**src/rtl/bsg_fifo_pkg.sv**
```systemverilog
// Shared FIFO helpers: pointer/count width functions and the last-op state encoding.
package bsg_fifo_pkg;

    // Width of a pointer that indexes els entries (at least 1 bit).
    function automatic int ptr_width_f(input int els);
        return (els <= 1) ? 1 : $clog2(els);
    endfunction

    // Width of an occupancy counter that must hold 0..els inclusive.
    function automatic int cnt_width_f(input int els);
        return $clog2(els + 1);
    endfunction

    // Which pointer moved last; disambiguates full from empty when the pointers are equal.
    typedef enum logic {
        e_last_deq = 1'b0,
        e_last_enq = 1'b1
    } last_op_e;

endpackage

```
**src/rtl/bsg_fifo_tracker_arn.sv**
```systemverilog
// Circular read/write pointer tracker with full/empty decode, async active-low reset.
module bsg_fifo_tracker_arn
    import bsg_fifo_pkg::*;
#(
    parameter int els_p        = 64,
    parameter int ptr_width_lp = ptr_width_f(els_p)
) (
    input  logic                    clk_i,
    input  logic                    reset_n_i,
    input  logic                    enq_i,
    input  logic                    deq_i,
    output logic [ptr_width_lp-1:0] wptr_r_o,
    output logic [ptr_width_lp-1:0] rptr_r_o,
    output logic [ptr_width_lp-1:0] rptr_n_o,
    output logic                    full_o,
    output logic                    empty_o
);

    localparam logic [ptr_width_lp-1:0] last_ptr_lp = ptr_width_lp'(els_p - 1);

    logic [ptr_width_lp-1:0] wptr_r, rptr_r, wptr_n, rptr_n;
    last_op_e                last_op_r, last_op_n;

    // Next pointers wrap at els_p-1, so non-power-of-2 depths work; last op held when idle
    // or when both pointers move together.
    always_comb begin
        wptr_n    = wptr_r;
        rptr_n    = rptr_r;
        last_op_n = last_op_r;
        if (enq_i) wptr_n = (wptr_r == last_ptr_lp) ? '0 : wptr_r + 1'b1;
        if (deq_i) rptr_n = (rptr_r == last_ptr_lp) ? '0 : rptr_r + 1'b1;
        if (enq_i && !deq_i) last_op_n = e_last_enq;
        if (deq_i && !enq_i) last_op_n = e_last_deq;
    end

    // Pointer and last-op state; reset leaves the FIFO empty.
    always_ff @(posedge clk_i or negedge reset_n_i) begin
        if (!reset_n_i) begin
            wptr_r    <= '0;
            rptr_r    <= '0;
            last_op_r <= e_last_deq;
        end else begin
            wptr_r    <= wptr_n;
            rptr_r    <= rptr_n;
            last_op_r <= last_op_n;
        end
    end

    assign wptr_r_o = wptr_r;
    assign rptr_r_o = rptr_r;
    assign rptr_n_o = rptr_n;
    assign full_o   = (wptr_r == rptr_r) && (last_op_r == e_last_enq);
    assign empty_o  = (wptr_r == rptr_r) && (last_op_r == e_last_deq);

endmodule

```
**src/rtl/bsg_fifo_1r1w_sync_read.sv**
```systemverilog
// Ready/valid 1R1W FIFO with a synchronous-read array and registered head data.
module bsg_fifo_1r1w_sync_read
    import bsg_fifo_pkg::*;
#(
    parameter int width_p      = 32,
    parameter int els_p        = 64,
    parameter int ptr_width_lp = ptr_width_f(els_p),
    parameter int cnt_width_lp = cnt_width_f(els_p)
) (
    input  logic                    clk_i,
    input  logic                    reset_n_i,
    input  logic                    v_i,
    input  logic [width_p-1:0]      data_i,
    output logic                    ready_o,
    output logic                    v_o,
    output logic [width_p-1:0]      data_o,
    input  logic                    yumi_i,
    output logic [cnt_width_lp-1:0] count_o
);

    logic [ptr_width_lp-1:0] wptr_r, rptr_r, rptr_n;
    logic                    full, empty, enq, deq;
    logic [width_p-1:0]      mem [els_p];
    logic [width_p-1:0]      data_r;
    logic [cnt_width_lp-1:0] count_r;

    assign enq = v_i & ~full;
    assign deq = yumi_i;

    bsg_fifo_tracker_arn #(
        .els_p(els_p)
    ) tracker (
        .clk_i    (clk_i),
        .reset_n_i(reset_n_i),
        .enq_i    (enq),
        .deq_i    (deq),
        .wptr_r_o (wptr_r),
        .rptr_r_o (rptr_r),
        .rptr_n_o (rptr_n),
        .full_o   (full),
        .empty_o  (empty)
    );

    // Storage write; the array is deliberately left unreset.
    always_ff @(posedge clk_i) begin
        if (enq) mem[wptr_r] <= data_i;
    end

    // Head register reads ahead at the next read pointer; bypass covers the word being
    // written into the slot that becomes the head (write-to-empty, or slot just exposed).
    always_ff @(posedge clk_i or negedge reset_n_i) begin
        if (!reset_n_i)                 data_r <= '0;
        else if (enq && wptr_r == rptr_n) data_r <= data_i;
        else                            data_r <= mem[rptr_n];
    end

    // Occupancy: moves only when exactly one side transfers.
    always_ff @(posedge clk_i or negedge reset_n_i) begin
        if (!reset_n_i)          count_r <= '0;
        else if (enq && !deq)    count_r <= count_r + cnt_width_lp'(1);
        else if (deq && !enq)    count_r <= count_r - cnt_width_lp'(1);
    end

    assign ready_o = ~full;
    assign v_o     = ~empty;
    assign data_o  = data_r;
    assign count_o = count_r;

    // Consumer must not take from an empty FIFO.
    a_no_yumi_empty: assert property (@(posedge clk_i) disable iff (!reset_n_i)
        yumi_i |-> !empty);

    // Occupancy stays consistent with the tracker's full/empty decode.
    a_count_empty: assert property (@(posedge clk_i) disable iff (!reset_n_i)
        empty |-> (count_r == '0) && (wptr_r == rptr_r));
    a_count_full: assert property (@(posedge clk_i) disable iff (!reset_n_i)
        full |-> (count_r == cnt_width_lp'(els_p)) && (wptr_r == rptr_r));

endmodule

```
**config.mk**
```make
export PLATFORM = sky130hd
export DESIGN_NAME = bsg_fifo_1r1w_sync_read
export DESIGN_NICKNAME = d
export VERILOG_FILES = /design/src/rtl/bsg_fifo_pkg.sv /design/src/rtl/bsg_fifo_tracker_arn.sv /design/src/rtl/bsg_fifo_1r1w_sync_read.sv
export SDC_FILE = /design/constraint.sdc
export NUM_CORES = 2
export LEC_CHECK = 0
export CORE_MARGIN = 2
export CORE_UTILIZATION = 35
export CTS_CLUSTER_SIZE = 25
export DETAILED_ROUTE_END_ITERATION = 16
export PLACE_DENSITY = 0.5
export SLEW_MARGIN = 20
export SYNTH_ARGS = -nofsm -noshare
export SYNTH_HDL_FRONTEND = slang
export SYNTH_SLANG_ARGS = --single-unit
```
**constraint.sdc**
```tcl
create_clock -name clk_i -period 3.9 [get_ports clk_i]
set_input_delay 0.585 -clock clk_i [delete_from_list [all_inputs] [get_ports clk_i]]
set_output_delay 0.585 -clock clk_i [all_outputs]
set_load 0.02 [all_outputs]
```
# Word-level counts from Yosys, hierarchy flattened
# Memories as Yosys holds them, arrays and structs flattened. A register that Yosys moved wholly into a read port is not among the register bits.
# Index checks and enable logic that the tools add are counted.
dict set report op_classes {
  addsub 4
  n_mul 0
  div 0
  magnitude_cmp 0
  eq_ne 3
  shifts 0
  muxes 9
  bitwise_logic 4
  reduce_logical 8
}
# cell count
set ops {}
lappend ops {{$mux W6} 3}
lappend ops {{$mux W7} 2}
lappend ops {{$add A6 B1 Y6 const B} 2}
lappend ops {{$eq A6 B6 Y1 const B} 2}
lappend ops {{$add A7 B1 Y7 const B} 1}
lappend ops {{$sub A7 B1 Y7 const B} 1}
lappend ops {{$eq A6 B6 Y1} 1}
lappend ops {{$logic_and A1 B1 Y1} 4}
lappend ops {{$mux W1} 4}
lappend ops {{$logic_not A1 Y1} 3}
lappend ops {{$not A1 Y1} 3}
lappend ops {{$reduce_bool A2 Y1} 1}
lappend ops {{$and A1 B1 Y1} 1}
dict set report totals {
  reg_bits 20
  latch_bits 0
  ramBits 2048
  rom_bits 0
  input_bits 36
  output_inout_bits 41
  elab_cells 33
  mem_count 1
}
# name depth width rd rd_clocked_by_memory_dff write_ports line
set mem_list {}
lappend mem_list {mem 64 32 1 1 1 bsg_fifo_1r1w_sync_read.sv:23} ;# logic [width_p-1:0] mem [els_p];

# Longest topological paths before layout
dict set report logic_depth {
  word_depth 8
  depth_mapped 16
  ltp_nobuf 14
}

# By module
# A second synthesis with hierarchy kept.
dict set report unflattened {
  cells_unflattened 4307
  area_unflattened_um2 81779.7
}
# mod instances cells_per_inst area_per_inst_um2 seq_area_each_um2
set modules_own_cells {}
lappend modules_own_cells {bsg_fifo_1r1w_sync_read 1 4238 81087.8 62474.9}
lappend modules_own_cells {bsg_fifo_tracker_arn 1 69 691.9 325.3}

# Worst setup path after synthesis
# No wires, ideal clock.
dict set report synth_path {
  path_kind {register -> register}
  start {register tracker.wptr_r[1], in the netlist tracker.wptr_r_o[1]}
  end {memory mem[62][0], enable pin}
  setup_time_ps 421
  arrival_time_ps 3219
  t_required_ps 3479
  slack_ps 260
  stages_incl_launch_ff 10
  n_path_buf 2
  synth_period_minus_slack_ps 3640
  path_cell_list {dfrtp_1 -> clkbuf_1 -> xnor2_1 -> nand4_1 -> and2_1 -> buf_2 -> inv_1 -> nor2_1 -> nand3_1 -> nor2_1}
}
dict set report synth_between {
  elab_chain_len 6
}
# item line
set synth_rtl {}
lappend synth_rtl {{start, declared} bsg_fifo_tracker_arn.sv:21} ;# logic [ptr_width_lp-1:0] wptr_r, rptr_r, wptr_n, rptr_n;
lappend synth_rtl {{start signal, assigned} bsg_fifo_tracker_arn.sv:43} ;# wptr_r <= wptr_n;
lappend synth_rtl {{$eq A6 B6 Y1} bsg_fifo_tracker_arn.sv:52} ;# assign full_o = (wptr_r == rptr_r) && (last_op_r == e_last_enq);
lappend synth_rtl {{$logic_and A1 B1 Y1} bsg_fifo_tracker_arn.sv:52}
lappend synth_rtl {{$not A1 Y1} n/a}
lappend synth_rtl {{via ready_o} bsg_fifo_1r1w_sync_read.sv:14} ;# output logic ready_o,
lappend synth_rtl {{$and A1 B1 Y1} bsg_fifo_1r1w_sync_read.sv:27} ;# assign enq = v_i & ~full;
lappend synth_rtl {{via enq} bsg_fifo_1r1w_sync_read.sv:22} ;# logic full, empty, enq, deq;
lappend synth_rtl {{$mux W1} bsg_fifo_1r1w_sync_read.sv:46} ;# if (enq) mem[wptr_r] <= data_i;
lappend synth_rtl {{$mux W1 (implied by the code)} bsg_fifo_1r1w_sync_read.sv:46}
lappend synth_rtl {{end, declared} bsg_fifo_1r1w_sync_read.sv:23}
# The timed path passes the listed nets, and every way through them passes these cells.

# Final worst setup path
dict set report layout_path {
  start {register tracker.rptr_r[0], in the netlist tracker.rptr_r_o[0]}
  end {register data_r[26], in the netlist data_o[26], read port of mem}
}
dict set report layout_between {
  elab_chain_len 3
  elab_cells_between_ends 4
  cone_classes {add/sub: 1; eq/ne: 1; mux: 2}
}
# item line
set layout_rtl {}
lappend layout_rtl {{start, declared} bsg_fifo_tracker_arn.sv:21}
lappend layout_rtl {{start signal, assigned} bsg_fifo_tracker_arn.sv:44} ;# rptr_r <= rptr_n;
lappend layout_rtl {{$add A6 B1 Y6 / $eq A6 B6 Y1 (equally long branches)} bsg_fifo_tracker_arn.sv:31} ;# if (deq_i) rptr_n = (rptr_r == last_ptr_lp) ? '0 : rptr_r + 1'b1;
lappend layout_rtl {{$mux W6} bsg_fifo_tracker_arn.sv:31}
lappend layout_rtl {{$mux W6 (*)} bsg_fifo_tracker_arn.sv:31}
lappend layout_rtl {{end, declared} bsg_fifo_1r1w_sync_read.sv:24} ;# logic [width_p-1:0] data_r;
# Mark *: on every way between the ends. The rest lies on a longest branch, timed or not.
# A chain may end at the register's enable or synchronous reset.

==> impl_metrics.ini <==
[route]
dr.first_iter.drc_count = 6030
met3_length_um = 17700
postRouteWirelength_um = 277000
met1_length_um = 120000
remaining_drc_errors = 0
routed_via_density = 5.56
drt-wirelength-per-cell_um = 29.2
highest_layer = met5
drt-pass1-iter-count = 5
dr_vias = 52800
met2_wirelength_um = 132000
antenna_viol_nets_final = 0

[sta]
max-slew-margin-rel = 0.239
finalHoldViolCount = 0
slew_at_the_pin_closest_to_its_max_slew_limit_ns = 1.14
fin_ws_ns = 0.115
max_freq_mhz = 264
number_of_max_slew_violations_in_the_final_report = 0
finClkSkew_ns = 0.0339
rsz0062_at_grt = no
hold_slack_ns = 0.252
final.period_utilization = 0.971
setup_total_negative_slack_ns = 0
setup_viol_count_final = 0
finalWorstPathRequiredPeriod_ns = 3.79

[worst_hold_path]
min-delay-path-class = in -> reg
min_from = data_i[19]

[logic_synthesis]
yosys.cell_types.count = 54
synth.area.top_cells = sky130_fd_sc_hd__edfxtp_1 75%, sky130_fd_sc_hd__nand2_1 6.8%, sky130_fd_sc_hd__nand3_1 3.1%
netlist.area_leader.share = 0.752
yosys.cell_count.top_type = sky130_fd_sc_hd__edfxtp_1
synth_top_cells_by_count = 2,048 x sky130_fd_sc_hd__edfxtp_1, 1,477 x sky130_fd_sc_hd__nand2_1, 507 x sky130_fd_sc_hd__nand3_1, 228 x sky130_fd_sc_hd__a21oi_1, 206 x sky130_fd_sc_hd__mux2i_1
synth.yosys.seq_area_share = 0.768
synth.cell_area_um2 = 81800
synth_warnings = 0
synthesis.instances = 5762
synthArstFlopShare = 0.0248
synth.ff_latch_count = 2100
synthFlopType = sky130_fd_sc_hd__edfxtp_1
syn_nets = 5809
postSynthAreaPerCell_um2 = 14.2
synth_enable_flop_cells = 2048
synth_top_cell_by_area = sky130_fd_sc_hd__edfxtp_1

[clocking]
ctsRootBufferMaster = sky130_fd_sc_hd__clkbuf_16
cts-buffers-inserted = 214
clk-insertion-delay-late_ns = 0.88
cts_tree = done
clkSlewWorstSetupHoldPaths_ns = 0.06
cts_sinks = 2100
post-cts-setup-buffer-count = 0
clock_path_buffers = 3
cts_max_level = 4

[worst_setup_path]
worst_setup_path_start_kind = flop
timing.critical_path.required_ns = 4.70
worstSetupEndpointType = flop
slowest_stage = sky130_fd_sc_hd__a211oi_1
critPathMaxStageDelay_ns = 0.83
cp_data_arrival_time_ns = 4.59
startpoint = tracker.rptr_r_o[0]
timing_worst_setup_path_type = reg -> reg
cp_common_cell = sky130_fd_sc_hd__buf_4
rr_startpoint = tracker.rptr_r_o[0]
worstPathMaxFanout = 44
critical_path.cell_chain = ha_1 -> inv_1 -> o31ai_2 -> a22oi_2 -> buf_4 -> nor2_4 -> buf_12 -> buf_4 -> a221oi_1 -> a211oi_1 -> nor4_1 -> o21ai_0

[power_and_ir_drop]
static-leakage-power_nw = 33.1
peakVddDrop_mv = 0.574
power-per-cell-area_nw_per_um2 = 811

[layout]
post-route-util = 0.421
sequential_cell_area_um2 = 62800
multiInputGateArea_um2 = 17800
n_fill_cell = 21100
final_layout_size_suffix_gt1_frac = 0.154
synthToLayoutAreaGrowth_pct = 19.5
finish.instance_area_um2 = 97800
finalNetCount = 6296

[grt]
grt_usage = 0.229
grt_pass1_wl_um = 389000
maximum_number_of_pins_on_one_net_before_global_route_repair = 66
grt_overflow = 0
antenna_found_initial = 15
grt_pass1_vias = 50400

[run]
max_cap_violations = 0

[floorplanning]
num_io_pins = 77
fp-row-count = 177
floorplan.initialDensity = 0.352
core_um2 = 233000
die_outline_area_um2 = 238000
chipHeight_um = 488
die_width_um = 488

[outcome]
run_status = finished clean

[placement]
finalWeightedCongestion = 0.831
port-buffer-count = 76
placed_area_um2 = 91100
detailedPlacementHpwl_um = 166000
post-place-ws_ns = -0.181
cell type report:
| class | instances | area share |
|---|---|---|
| antenna | 4 | 0.000102 |
| clock buffer | 310 | 0.0596 |
| sequential | 2100 | 0.642 |
| inverter | 15 | 0.000857 |
| timing repair buffer | 657 | 0.0670 |
| multi-input combinational | 3261 | 0.182 |
| clock inverter | 94 | 0.00902 |
| tap | 3043 | 0.0389 |
timing repair:
| item | in CTS | in global routing |
|---|---|---|
| endpoints found under the hold margin | 38 | 0 |
| gates resized for setup | 0 | 1 |
| hold buffers | 1 | 0 |
| setup endpoints to repair | 0 | 1 |
stage by stage:
stage / std cells / power (mW)
floorplan: 5762 / 43.1
CTS: 9480 / 79.6
global placement: 9075 / 59.7
global route: 9482 / 82.6
finish: 9484 / 79.3
detailed placement: 9075 / 59.7
power breakdown:
group	switching, mW	leakage, nW	total [mW]	internal [mW]
Sequential	0.523	19.0	26.4	25.8
Combinational	21.2	10.8	33.0	11.7
Clock	8.79	3.26	20.0	11.2
Total	30.6	33.1	79.3	48.7
critical path, delay by kind of cell, from the launching register on:
kind	cells	cell delay (ns)
AOI/OAI and AO/OA	5	1.49
DFF	1	0.50
adders and majority gates	1	0.51
and+or+nand+nor	2	0.25
buffers and inverters	4	0.85
flip-flops by register name (all words and copies together) (netlist names):
name and flops:
tracker.last_op_r 1, tracker.wptr_r_o 6, mem 2048, count_o 7, data_o 32, tracker.rptr_r_o 6
final timing paths:
path                               end  slack (ns)  depth (start not counted)
min in group asynchronous   count_o[0]        0.37                          2
max                         data_o[26]        0.11                         12
max reg2reg                 data_o[26]        0.11                         12
max in group asynchronous   data_o[24]        2.56                          3
min                        mem[27][19]        0.25                          1
min reg2reg                 count_o[6]        0.48                          1
cells in the final DEF (no fill, tap or decap), types with 7 or more instances in the layout:
cell type / count
sky130_fd_sc_hd__o221ai_1: 69
sky130_fd_sc_hd__bufinv_16: 12
sky130_fd_sc_hd__a311oi_1: 94
sky130_fd_sc_hd__dfrtp_1: 52
sky130_fd_sc_hd__xor2_1: 9
sky130_fd_sc_hd__a211oi_1: 90
sky130_fd_sc_hd__clkbuf_8: 7
sky130_fd_sc_hd__edfxtp_1: 2048
sky130_fd_sc_hd__o21ai_1: 23
sky130_fd_sc_hd__nor2_4: 66
sky130_fd_sc_hd__o21ai_0: 80
sky130_fd_sc_hd__inv_1: 11
sky130_fd_sc_hd__and3_1: 8
sky130_fd_sc_hd__nand2_1: 1474
sky130_fd_sc_hd__buf_12: 126
sky130_fd_sc_hd__a21oi_1: 228
sky130_fd_sc_hd__inv_6: 7
sky130_fd_sc_hd__mux2i_1: 206
sky130_fd_sc_hd__a221oi_1: 89
sky130_fd_sc_hd__xnor2_1: 15
sky130_fd_sc_hd__nand3_1: 507
sky130_fd_sc_hd__clkinv_2: 33
sky130_fd_sc_hd__nand4_1: 8
sky130_fd_sc_hd__clkbuf_1: 87
sky130_fd_sc_hd__clkinv_1: 32
sky130_fd_sc_hd__buf_4: 461
sky130_fd_sc_hd__a31oi_1: 184
sky130_fd_sc_hd__buf_2: 26
sky130_fd_sc_hd__nor2_1: 13
sky130_fd_sc_hd__clkdlybuf4s50_1: 43
sky130_fd_sc_hd__ha_1: 10
sky130_fd_sc_hd__clkbuf_16: 216
sky130_fd_sc_hd__nor4_1: 31
per-layer routing:
layer | track usage | vias up
met5 | 0 | -
met4 | 0.0622 | 8
met3 | 0.0298 | 382
met2 | 0.373 | 2043
met1 | 0.323 | 27600
li1 | - | 22800
cell families after synthesis:
| logic type | after synthesis | synth area share |
|---|---|---|
| AOI/OAI and AO/OA | 882 | 0.0723 |
| xor gates and xnor gates | 27 | 0.00307 |
| adders and majority gates | 11 | 0.00177 |
| buffers and inverters | 401 | 0.0215 |
| DFF | 2100 | 0.768 |
| muxes | 209 | 0.0258 |
| and+or+nand+nor | 2132 | 0.108 |
No activity file was read; power rests on OpenSTA's default activity.
